==> config.mk <==
export PLATFORM = sky130hd
export DESIGN_NAME = ram_arbiter_2
export DESIGN_NICKNAME = d
export VERILOG_FILES = /design/src/rtl/ram_arb_pkg.sv /design/src/rtl/rr_arbiter_2.sv /design/src/rtl/ram_arbiter_2.sv
export SDC_FILE = /design/constraint.sdc
export NUM_CORES = 1
export LEC_CHECK = 0
export BUFFER_PORTS_ARGS = -buffer_cell sky130_fd_sc_hd__buf_2
export CAP_MARGIN = 20
export CORE_MARGIN = 2
export CORE_UTILIZATION = 44
export DETAILED_ROUTE_END_ITERATION = 10
export PLACE_DENSITY = 0.85
export REMOVE_ABC_BUFFERS = 1
export SLEW_MARGIN = 20
export SYNTH_ARGS = -nofsm -noshare
export SYNTH_HDL_FRONTEND = slang
export SYNTH_SLANG_ARGS = --single-unit
==> constraint.sdc <==
create_clock -name clk -period 2.1 [get_ports clk]
set_clock_uncertainty 0.2 [all_clocks]
set_input_delay 0.315 -clock clk [delete_from_list [all_inputs] [get_ports clk]]
set_output_delay 0.315 -clock clk [all_outputs]
set_load 0.01 [all_outputs]
==> src/rtl/ram_arb_pkg.sv <==
// ram_arb_pkg: shared state encoding, port ids and RAM geometry for ram_arbiter_2 and its RAM
package ram_arb_pkg;

    localparam int ADDR_SIZE = 10;
    localparam int WORD_SIZE = 8;

    typedef enum logic {
        IDLE   = 1'b0,
        ACCESS = 1'b1
    } state_e;

    localparam logic PORT0 = 1'b0;
    localparam logic PORT1 = 1'b1;

endpackage

==> src/rtl/rr_arbiter_2.sv <==
// rr_arbiter_2: two-way round-robin grant; a lone requester wins, on contention the port not granted last wins
module rr_arbiter_2
    import ram_arb_pkg::*;
(
    input  logic [1:0] valid_i,
    input  logic       last_grant_i,
    output logic [1:0] grant_o
);

    always_comb begin
        grant_o[0] = valid_i[0] & (~valid_i[1] | (last_grant_i == PORT1));
        grant_o[1] = valid_i[1] & (~valid_i[0] | (last_grant_i == PORT0));
    end

endmodule

==> src/rtl/ram_arbiter_2.sv <==
// ram_arbiter_2: serialises two valid/ready requesters onto one single-port RAM with registered responses
module ram_arbiter_2
    import ram_arb_pkg::*;
#(
    parameter int addr_size = ADDR_SIZE,
    parameter int word_size = WORD_SIZE
) (
    input  logic                 clk,
    input  logic                 rst_n,
    input  logic                 req0_valid,
    input  logic                 req0_wr,
    input  logic [addr_size-1:0] req0_addr,
    input  logic [word_size-1:0] req0_wdata,
    output logic                 req0_ready,
    output logic                 rsp0_valid,
    output logic [word_size-1:0] rsp0_rdata,
    input  logic                 req1_valid,
    input  logic                 req1_wr,
    input  logic [addr_size-1:0] req1_addr,
    input  logic [word_size-1:0] req1_wdata,
    output logic                 req1_ready,
    output logic                 rsp1_valid,
    output logic [word_size-1:0] rsp1_rdata,
    output logic [addr_size-1:0] mem_addr,
    output logic [word_size-1:0] mem_data_in,
    output logic                 mem_wr,
    output logic                 mem_cs,
    input  logic [word_size-1:0] mem_data_out
);

    state_e               state_q, state_d;
    logic                 last_grant_q, last_grant_d;
    logic [1:0]           grant;
    logic                 accept;
    logic [addr_size-1:0] addr_q;
    logic [word_size-1:0] wdata_q, rdata0_q, rdata1_q;
    logic                 wr_q, port_q, rsp0_q, rsp1_q;

    rr_arbiter_2 u_rr (
        .valid_i      ({req1_valid, req0_valid}),
        .last_grant_i (last_grant_q),
        .grant_o      (grant)
    );

    always_comb begin
        accept       = (state_q == IDLE) && (|grant);
        state_d      = accept ? ACCESS : IDLE;
        last_grant_d = accept ? grant[1] : last_grant_q;
    end

    always_ff @(posedge clk or negedge rst_n) begin
        if (!rst_n) begin
            state_q      <= IDLE;
            last_grant_q <= PORT1;
            rsp0_q       <= 1'b0;
            rsp1_q       <= 1'b0;
        end else begin
            state_q      <= state_d;
            last_grant_q <= last_grant_d;
            rsp0_q       <= (state_q == ACCESS) && (port_q == PORT0);
            rsp1_q       <= (state_q == ACCESS) && (port_q == PORT1);
        end
    end

    // Hold registers double as the RAM drive, so addr/data_in keep their last value between accesses
    always_ff @(posedge clk or negedge rst_n) begin
        if (!rst_n) begin
            addr_q   <= '0;
            wdata_q  <= '0;
            wr_q     <= 1'b0;
            port_q   <= PORT0;
            rdata0_q <= '0;
            rdata1_q <= '0;
        end else begin
            if (accept) begin
                addr_q  <= grant[1] ? req1_addr : req0_addr;
                wdata_q <= grant[1] ? req1_wdata : req0_wdata;
                wr_q    <= grant[1] ? req1_wr : req0_wr;
                port_q  <= grant[1];
            end
            if ((state_q == ACCESS) && !wr_q && (port_q == PORT0))
                rdata0_q <= mem_data_out;
            if ((state_q == ACCESS) && !wr_q && (port_q == PORT1))
                rdata1_q <= mem_data_out;
        end
    end

    always_comb begin
        req0_ready  = (state_q == IDLE) && grant[0];
        req1_ready  = (state_q == IDLE) && grant[1];
        mem_cs      = (state_q == ACCESS);
        mem_wr      = (state_q == ACCESS) && wr_q;
        mem_addr    = addr_q;
        mem_data_in = wdata_q;
        rsp0_valid  = rsp0_q;
        rsp1_valid  = rsp1_q;
        rsp0_rdata  = rdata0_q;
        rsp1_rdata  = rdata1_q;
    end

endmodule

# Word-level counts from Yosys, hierarchy flattened
# Index checks and enable logic that the tools add are counted.
dict set report totals {
  word_cells 34
  in_bits 50
  out_inout_bits 40
  ff_bits 40
}
dict set report classes {
  n_mux 4
  bitwise 9
  n_reduce_logical 11
}
# op n
set ops {}
lappend ops {{10-bit 2-to-1 mux} 1}
lappend ops {{1-bit logical AND} 9}
lappend ops {{8-bit 2-to-1 mux} 1}
lappend ops {{1-bit NOT} 5}
lappend ops {{1-bit AND} 2}
lappend ops {{1-bit 2-to-1 mux} 2}
lappend ops {{1-bit OR} 2}
lappend ops {{2-bit OR reduction} 1}
lappend ops {{1-bit logical NOT} 1}

# Depth between registers and ports, before layout
# Gate-level depths: netlist of run 1.
dict set report logic_depth {
  ltp_word 6
  depth_mapped 4
  mapped_depth_nobuf 3
}

# By module
# Synthesis of run 1 repeated with hierarchy kept, for this count alone.
dict set report unflattened {
  cells_unflattened 143
  area_unflattened_um2 1751.7
}
# module seq_area_each_um2 cells_each instances area_per_inst_um2
set modules_own_cells {}
lappend modules_own_cells {ram_arbiter_2 1002.2 140 1 1732.9}
lappend modules_own_cells {rr_arbiter_2 0.0 3 1 18.8}

# Worst setup path before layout of run 1
# Ideal clock, no wire load.
dict set report synth_timing {
  path_type {register to register}
  from {reg state_q, in the netlist mem_cs}
  to {reg rdata1_q[0], in the netlist rsp1_rdata[0]}
  slack_ps 461
  path_stages_with_launch 5
  setup_time_ps 125
  synth_period_minus_slack_ps 1639
  t_arrival_ps 1314
  path_buffers 1
  required_ps 1775
  path_cell_list {dfrtp_1 inv_2 or3_1 buf_6 mux2_4}
}
dict set report synth_via {
  elab_chain_cells 2
}
# element line_no
set synth_lines {}
lappend synth_lines {{from (decl)} ram_arbiter_2.sv:31} ;# state_e state_q, state_d;
lappend synth_lines {{from (signal assigned)} ram_arbiter_2.sv:58} ;# state_q <= state_d;
lappend synth_lines {{1-bit logical AND (2 in series)} ram_arbiter_2.sv:83} ;# if ((state_q == ACCESS) && !wr_q && (port_q == PORT1))
lappend synth_lines {{to (signal assigned)} ram_arbiter_2.sv:84} ;# rdata1_q <= mem_data_out;
lappend synth_lines {{to (decl)} ram_arbiter_2.sv:36} ;# logic [word_size-1:0] wdata_q, rdata0_q, rdata1_q;
# Every way passes these cells.
# A chain may end at the register's enable or synchronous reset.

# Worst setup path in the final report of run 1
# Ends and elaborated chain as after synthesis.

==> flow_metrics.py, run 1 <==
metrics = {
    "floorplanning": {
        "ioPinCount": 90,
        "dieHeight_um": 66.01,
        "initial_utilization_pct": 45.86,
        "die_area_mm2": 0.004357,
        "coreArea_mm2": 0.003689,
        "rows": 22,
        "chipWidth_um": 66.01,
    },
    "logic_synthesis": {
        "synthFlopType": "dfrtp_1",
        "syn-cell-area_mm2": 0.001692,
        "ys_types": 22,
        "synthTopCellsByArea": "dfrtp_1, nand2_1, a31oi_1",
        "ys_ff_latch": 40,
        "yosysTopAreaCellShare_pct": 57.69,
        "yosysTopAreaCell": "dfrtp_1",
        "netlist_top_cells_count": "dfrtp_1, nand2_1, nor2_1",
        "syn_inst": 156,
        "synth_warnings": 0,
        "async_flop_share_pct": 100.0,
        "yosysMostFrequentCell": "dfrtp_1",
        "synth_edf_count": 0,
        "syn_avg_cell_area_um2": 10.84,
        "synth.yosys.seq_area_share_pct": 59.25,
    },
    "global_route": {
        "grt_max_degree": 29,
        "grt_pass1_vias": 1346,
        "grt_antenna_before_repair": 0,
        "grt_usage_pct": 19.23,
        "grt_pass1_wl_um": 6251,
        "grt_overflow": 0,
    },
    "hold_path": {
        "min_path_cells": 2,
        "hp-start": "req0_valid",
        "min_to": "last_grant_q",
        "hold_class": "input pin to flop",
    },
    "setup_path": {
        "cp-start-kind": "flop",
        "path_class": "flop to flop",
        "reg2reg_depth": 3,
        "r2r_end": "rsp1_rdata[0]",
        "r2r-start": "mem_cs",
        "worst-path-max-fanout": 8,
        "r2r_setup_slack_ns": 0.30,
        "worst_ep_required_time_ns": 2.06,
        "cp.arrival_ns": 1.76,
        "cp-end-kind": "flop",
    },
    "clock_tree": {
        "tritoncts": "built",
        "cts.clk_slew.worst_paths_ns": 0.07,
        "cts_num_sinks": 40,
        "clock_latency_ns": 0.28,
        "h-tree-depth": 2,
        "cts_made_buffers": 5,
        "root_buffer": "clkbuf_8",
        "clock_tree.buffer_depth": 2,
    },
    "timing": {
        "finalHoldViolations": 0,
        "maxSlewHeadroom_pct": 67.74,
        "maxSlewViolCount": 0,
        "setup-violations-final": 0,
        "holdWs_ns": 0.06123,
        "fin_ws_ns": 0.3020,
        "timing.fmax_mhz": 556.2,
        "period_share_pct": 85.62,
        "rsz0062_at_grt": "no",
        "min_period_ns": 1.798,
        "worstMarginPinSlew_ns": 0.4838,
        "timing.setup.tns_ns": 0,
    },
    "drt": {
        "ant_nets": 0,
        "wirelength_um": 3740,
        "drt_iter0_markers": 66,
        "via_count": 1409,
        "vias_per_cell": 4.712,
        "post_drt_wl_per_cell_um": 12.51,
        "drtPass1Iterations": 4,
        "drc_errors": 0,
    },
    "power_and_ir_drop": {
        "power.clock.fraction_pct": 18.4,
        "switching_power_uw": 808.2,
        "ir_drop_mv": 0.4591,
        "power.density_mw_per_mm2": 1110,
        "comb_power_share_pct": 35.6,
        "switching_share_pct": 31.70,
        "power_mw": 2.549,
        "internal_power_mw": 1.741,
        "p_leak_nw": 1.180,
        "power_frac_seq_pct": 46.0,
    },
    "finish": {
        "drive_gt1_share_pct": 49.40,
        "diodes": 0,
        "fin_nets": 300,
        "postLayoutCellArea_mm2": 0.002297,
        "syn_to_final_growth_pct": 35.80,
        "nFillCells": 331,
        "fin_util_pct": 62.28,
        "layout.cells.non_filler": 299,
    },
    "outcome": {
        "status": "completed",
    },
    "placement": {
        "placed_area_mm2": 0.002206,
        "numPortBuffers": 89,
        "dp_hpwl_um": 2900,
        "pre_cts_ws_ns": 0.3122,
        "gp_congestion": 0.7139,
        "placedCellCount": 290,
    },
    "job": {
        "maxCapViolCount": 0,
    },
}
state kept, by name (all words and copies together), names as in the netlist:
name	count
last_grant_q	1
mem_addr	10
mem_cs	1
mem_data_in	8
port_q	1
rsp0_rdata	8
rsp0_valid	1
rsp1_rdata	8
rsp1_valid	1
wr_q	1
worst max-delay path by stage:
stage	startpoint	end	slack, ns
5_1_grt	mem_cs	rsp1_rdata[0]	0.23
2_1_floorplan	mem_cs	rsp1_rdata[0]	0.38
4_1_cts	last_grant_q	req1_ready	0.29
3_3_place_gp	mem_cs	rsp1_rdata[0]	0.39
3_5_place_dp	mem_cs	rsp1_rdata[3]	0.31
6_report	mem_cs	rsp1_rdata[0]	0.30
power by group through the flow:
| stage | logic (mW) | registers (mW) | clock network, mW |
|---|---|---|---|
| global route | 1.00 | 1.21 | 0.540 |
| global placement | 0.890 | 1.18 | 0 |
| finish | 0.908 | 1.17 | 0.469 |
| floorplan | 0.383 | 1.30 | 0 |
| CTS | 0.923 | 1.17 | 0.492 |
| detailed placement | 0.918 | 1.19 | 0 |
critical path, stage by stage (launching register included):
cell and delay, ns:
dfrtp_1 0.43, inv_2 0.09, or3_1 0.57, mux2_4 0.38
logic make-up after synthesis:
kind of cell    share of synthesized area [%]
mux                                     12.43
compound gates                          9.911
simple gates                            15.53
flops                                   59.25
buf+inv                                 2.884
per-layer routing:
metal | wire length [um] | part of all wire (%) | track usage (%)
met1 | 1591 | 43 | 22.62
met4 | 34 | 0.91 | 6.122
met3 | 335 | 9.0 | 6.985
met2 | 1778 | 48 | 32.70
met5 | 0 | 0 | 0
cell type report:
class / instances / area, um^2 / area share [%]
inverter: 2 / 7.507 / 0.3268
clock inverter: 1 / 5.005 / 0.2179
sequential: 40 / 1002 / 43.63
tap: 48 / 60.06 / 2.614
multi-input combinational: 106 / 640.6 / 27.89
timing repair buffer: 95 / 505.5 / 22.00
clock buffer: 7 / 76.32 / 3.322
repair_timing:
action,4_1_cts,5_1_grt
hold endpoints to repair,19,0
hold buffers,1,0
gates resized for setup,0,0
setup buffers,0,0
placed cells by master, fill, tap and decap left out, types with 2 or more instances in the layout:
cell type	instances
a31oi_1	20
nand2_1	38
dfrtp_1	39
buf_2	89
mux2_4	8
clkbuf_8	5
clkbuf_1	2
buf_4	4
mux2_2	8
nor2_1	22
No activity file was read; power rests on OpenSTA's default activity.
==> inputs of run 2 (changes only) <==
Settings changed: RECOVER_POWER from default to 100.
==> flow_metrics.py, run 2 (synthesis results as in run 1) <==
metrics = {
    "outcome": {
        "status": "completed",
    },
    "power_and_ir_drop": {
        "power_mw": 2.414,
        "ir_drop_mv": 0.4506,
        "power.density_mw_per_mm2": 1091,
        "p_leak_nw": 1.032,
    },
    "floorplanning": {
        "coreArea_mm2": 0.003689,
        "rows": 22,
        "initial_utilization_pct": 45.86,
        "ioPinCount": 90,
        "dieHeight_um": 66.01,
        "die_area_mm2": 0.004357,
        "chipWidth_um": 66.01,
    },
    "timing": {
        "finalHoldViolations": 0,
        "timing.fmax_mhz": 532.7,
        "rsz0062_at_grt": "no",
        "fin_ws_ns": 0.2227,
        "maxSlewHeadroom_pct": 66.88,
        "holdWs_ns": 0.05977,
        "period_share_pct": 89.40,
        "worstMarginPinSlew_ns": 0.4968,
        "maxSlewViolCount": 0,
        "setup-violations-final": 0,
        "timing.setup.tns_ns": 0,
        "min_period_ns": 1.877,
    },
    "setup_path": {
        "path_depth": 3,
        "r2r-start": "mem_cs",
        "crit_slowest_cell": "dfstp_1",
        "crit_start": "last_grant_q",
        "slowest_delay_ns": 0.58,
        "worst-path-max-fanout": 8,
        "worst_ep_required_time_ns": 1.58,
        "cp-end-kind": "output pin",
        "path_class": "flop to output pin",
        "r2r_end": "rsp0_rdata[6]",
        "critical_path.cell_chain": "a21bo_1 -> nor2_1 -> buf_2",
        "cp-start-kind": "flop",
        "cp.arrival_ns": 1.36,
        "reg2reg_depth": 4,
        "cpLargestDelayFamily": "flip-flops",
        "path_buf_inv": 1,
        "cp-endpoint": "req1_ready",
        "r2r_setup_slack_ns": 0.25,
    },
    "finish": {
        "regArea_mm2": 0.001002,
        "drive_gt1_share_pct": 28.69,
        "diodes": 0,
        "largest_reg_flops": 10,
        "mostFrequentLayoutCells": "buf_2, clkbuf_1, dfrtp_1",
        "fin_util_pct": 59.97,
        "fin_nets": 300,
        "nFillCells": 364,
        "multi_input_area_um2": 610.6,
        "layout_commonest_cell": "buf_2",
        "syn_to_final_growth_pct": 30.77,
    },
    "drt": {
        "post_drt_wl_per_cell_um": 12.57,
        "drc_errors": 0,
        "wirelength_um": 3759,
        "via_count": 1399,
        "vias_per_cell": 4.679,
        "drtPass1Iterations": 4,
        "drt_iter0_markers": 70,
        "ant_nets": 0,
    },
    "hold_path": {
        "hold_class": "input pin to flop",
    },
    "global_route": {
        "grt_usage_pct": 19.23,
        "grt_pass1_wl_um": 6251,
        "grt_pass1_vias": 1346,
        "grt_max_degree": 29,
        "grt_antenna_before_repair": 0,
        "grt_overflow": 0,
    },
    "placement": {
        "dp_hpwl_um": 2900,
        "pre_cts_ws_ns": 0.3122,
        "numPortBuffers": 89,
        "gp_congestion": 0.7139,
    },
    "clock_tree": {
        "cts.hold.buffers_added": 1,
        "tritoncts": "built",
        "root_buffer": "clkbuf_8",
        "clock_latency_ns": 0.28,
        "cts.clk_slew.worst_paths_ns": 0.07,
        "clock_tree.buffer_depth": 2,
        "cts_setup_buffers": 0,
        "cts_num_sinks": 40,
        "cts_made_buffers": 5,
        "h-tree-depth": 2,
        "postCtsResizedCells": 0,
    },
    "job": {
        "maxCapViolCount": 0,
    },
}
## run 2: cell types whose count changed in the layout (fill, tap and decap cells not counted), moves of 2 or more
cell,before,now
clkbuf_1,2,42
mux2_4,8,0
mux2_1,0,8
buf_2,89,50
buf_4,4,2
## run 2: metal layers
metal  vias up  routed length (um)  track usage (%)
met1       615                1630            22.62
met5         -                   0                0
li1        713                   -                -
met3         5                 321            6.985
met4         0                  34            6.122
met2        66                1772            32.70
## run 2: metrics by stage
step           cell area [um^2]  instances
2_1_floorplan              1650        148
3_5_place_dp               2206        290
3_3_place_gp               2206        290
6_report                   2212        299
5_1_grt                    2212        299
4_1_cts                    2297        299
## run 2: final cells by class
| type | count | share of cell area [%] |
|---|---|---|
| multi-input cells | 106 | 27.60 |
| clock buffers | 7 | 3.450 |
| inverters | 2 | 0.3394 |
| repair buffers | 95 | 20.36 |
| well taps | 48 | 2.715 |
| clock inverters | 1 | 0.2262 |
| flip-flops and latches | 40 | 45.31 |
## run 2: power breakdown
| group | internal (mW) | switching [mW] | total (mW) |
|---|---|---|---|
| Clock | 0.233 | 0.237 | 0.470 |
| Sequential | 1.03 | 0.143 | 1.18 |
| Combinational | 0.336 | 0.432 | 0.768 |
| Total | 1.60 | 0.812 | 2.41 |
## run 2: worst min-delay path by stage
stage / depth (start not counted) / end / start
2_1_floorplan: 0 / mem_addr[0] / rst_n
3_3_place_gp: 1 / rsp0_rdata[5] / rst_n
3_5_place_dp: 1 / rsp0_rdata[5] / rst_n
4_1_cts: 2 / last_grant_q / req0_valid
5_1_grt: 2 / rsp1_rdata[2] / mem_data_out[2]
6_report: 2 / rsp1_rdata[2] / mem_data_out[2]
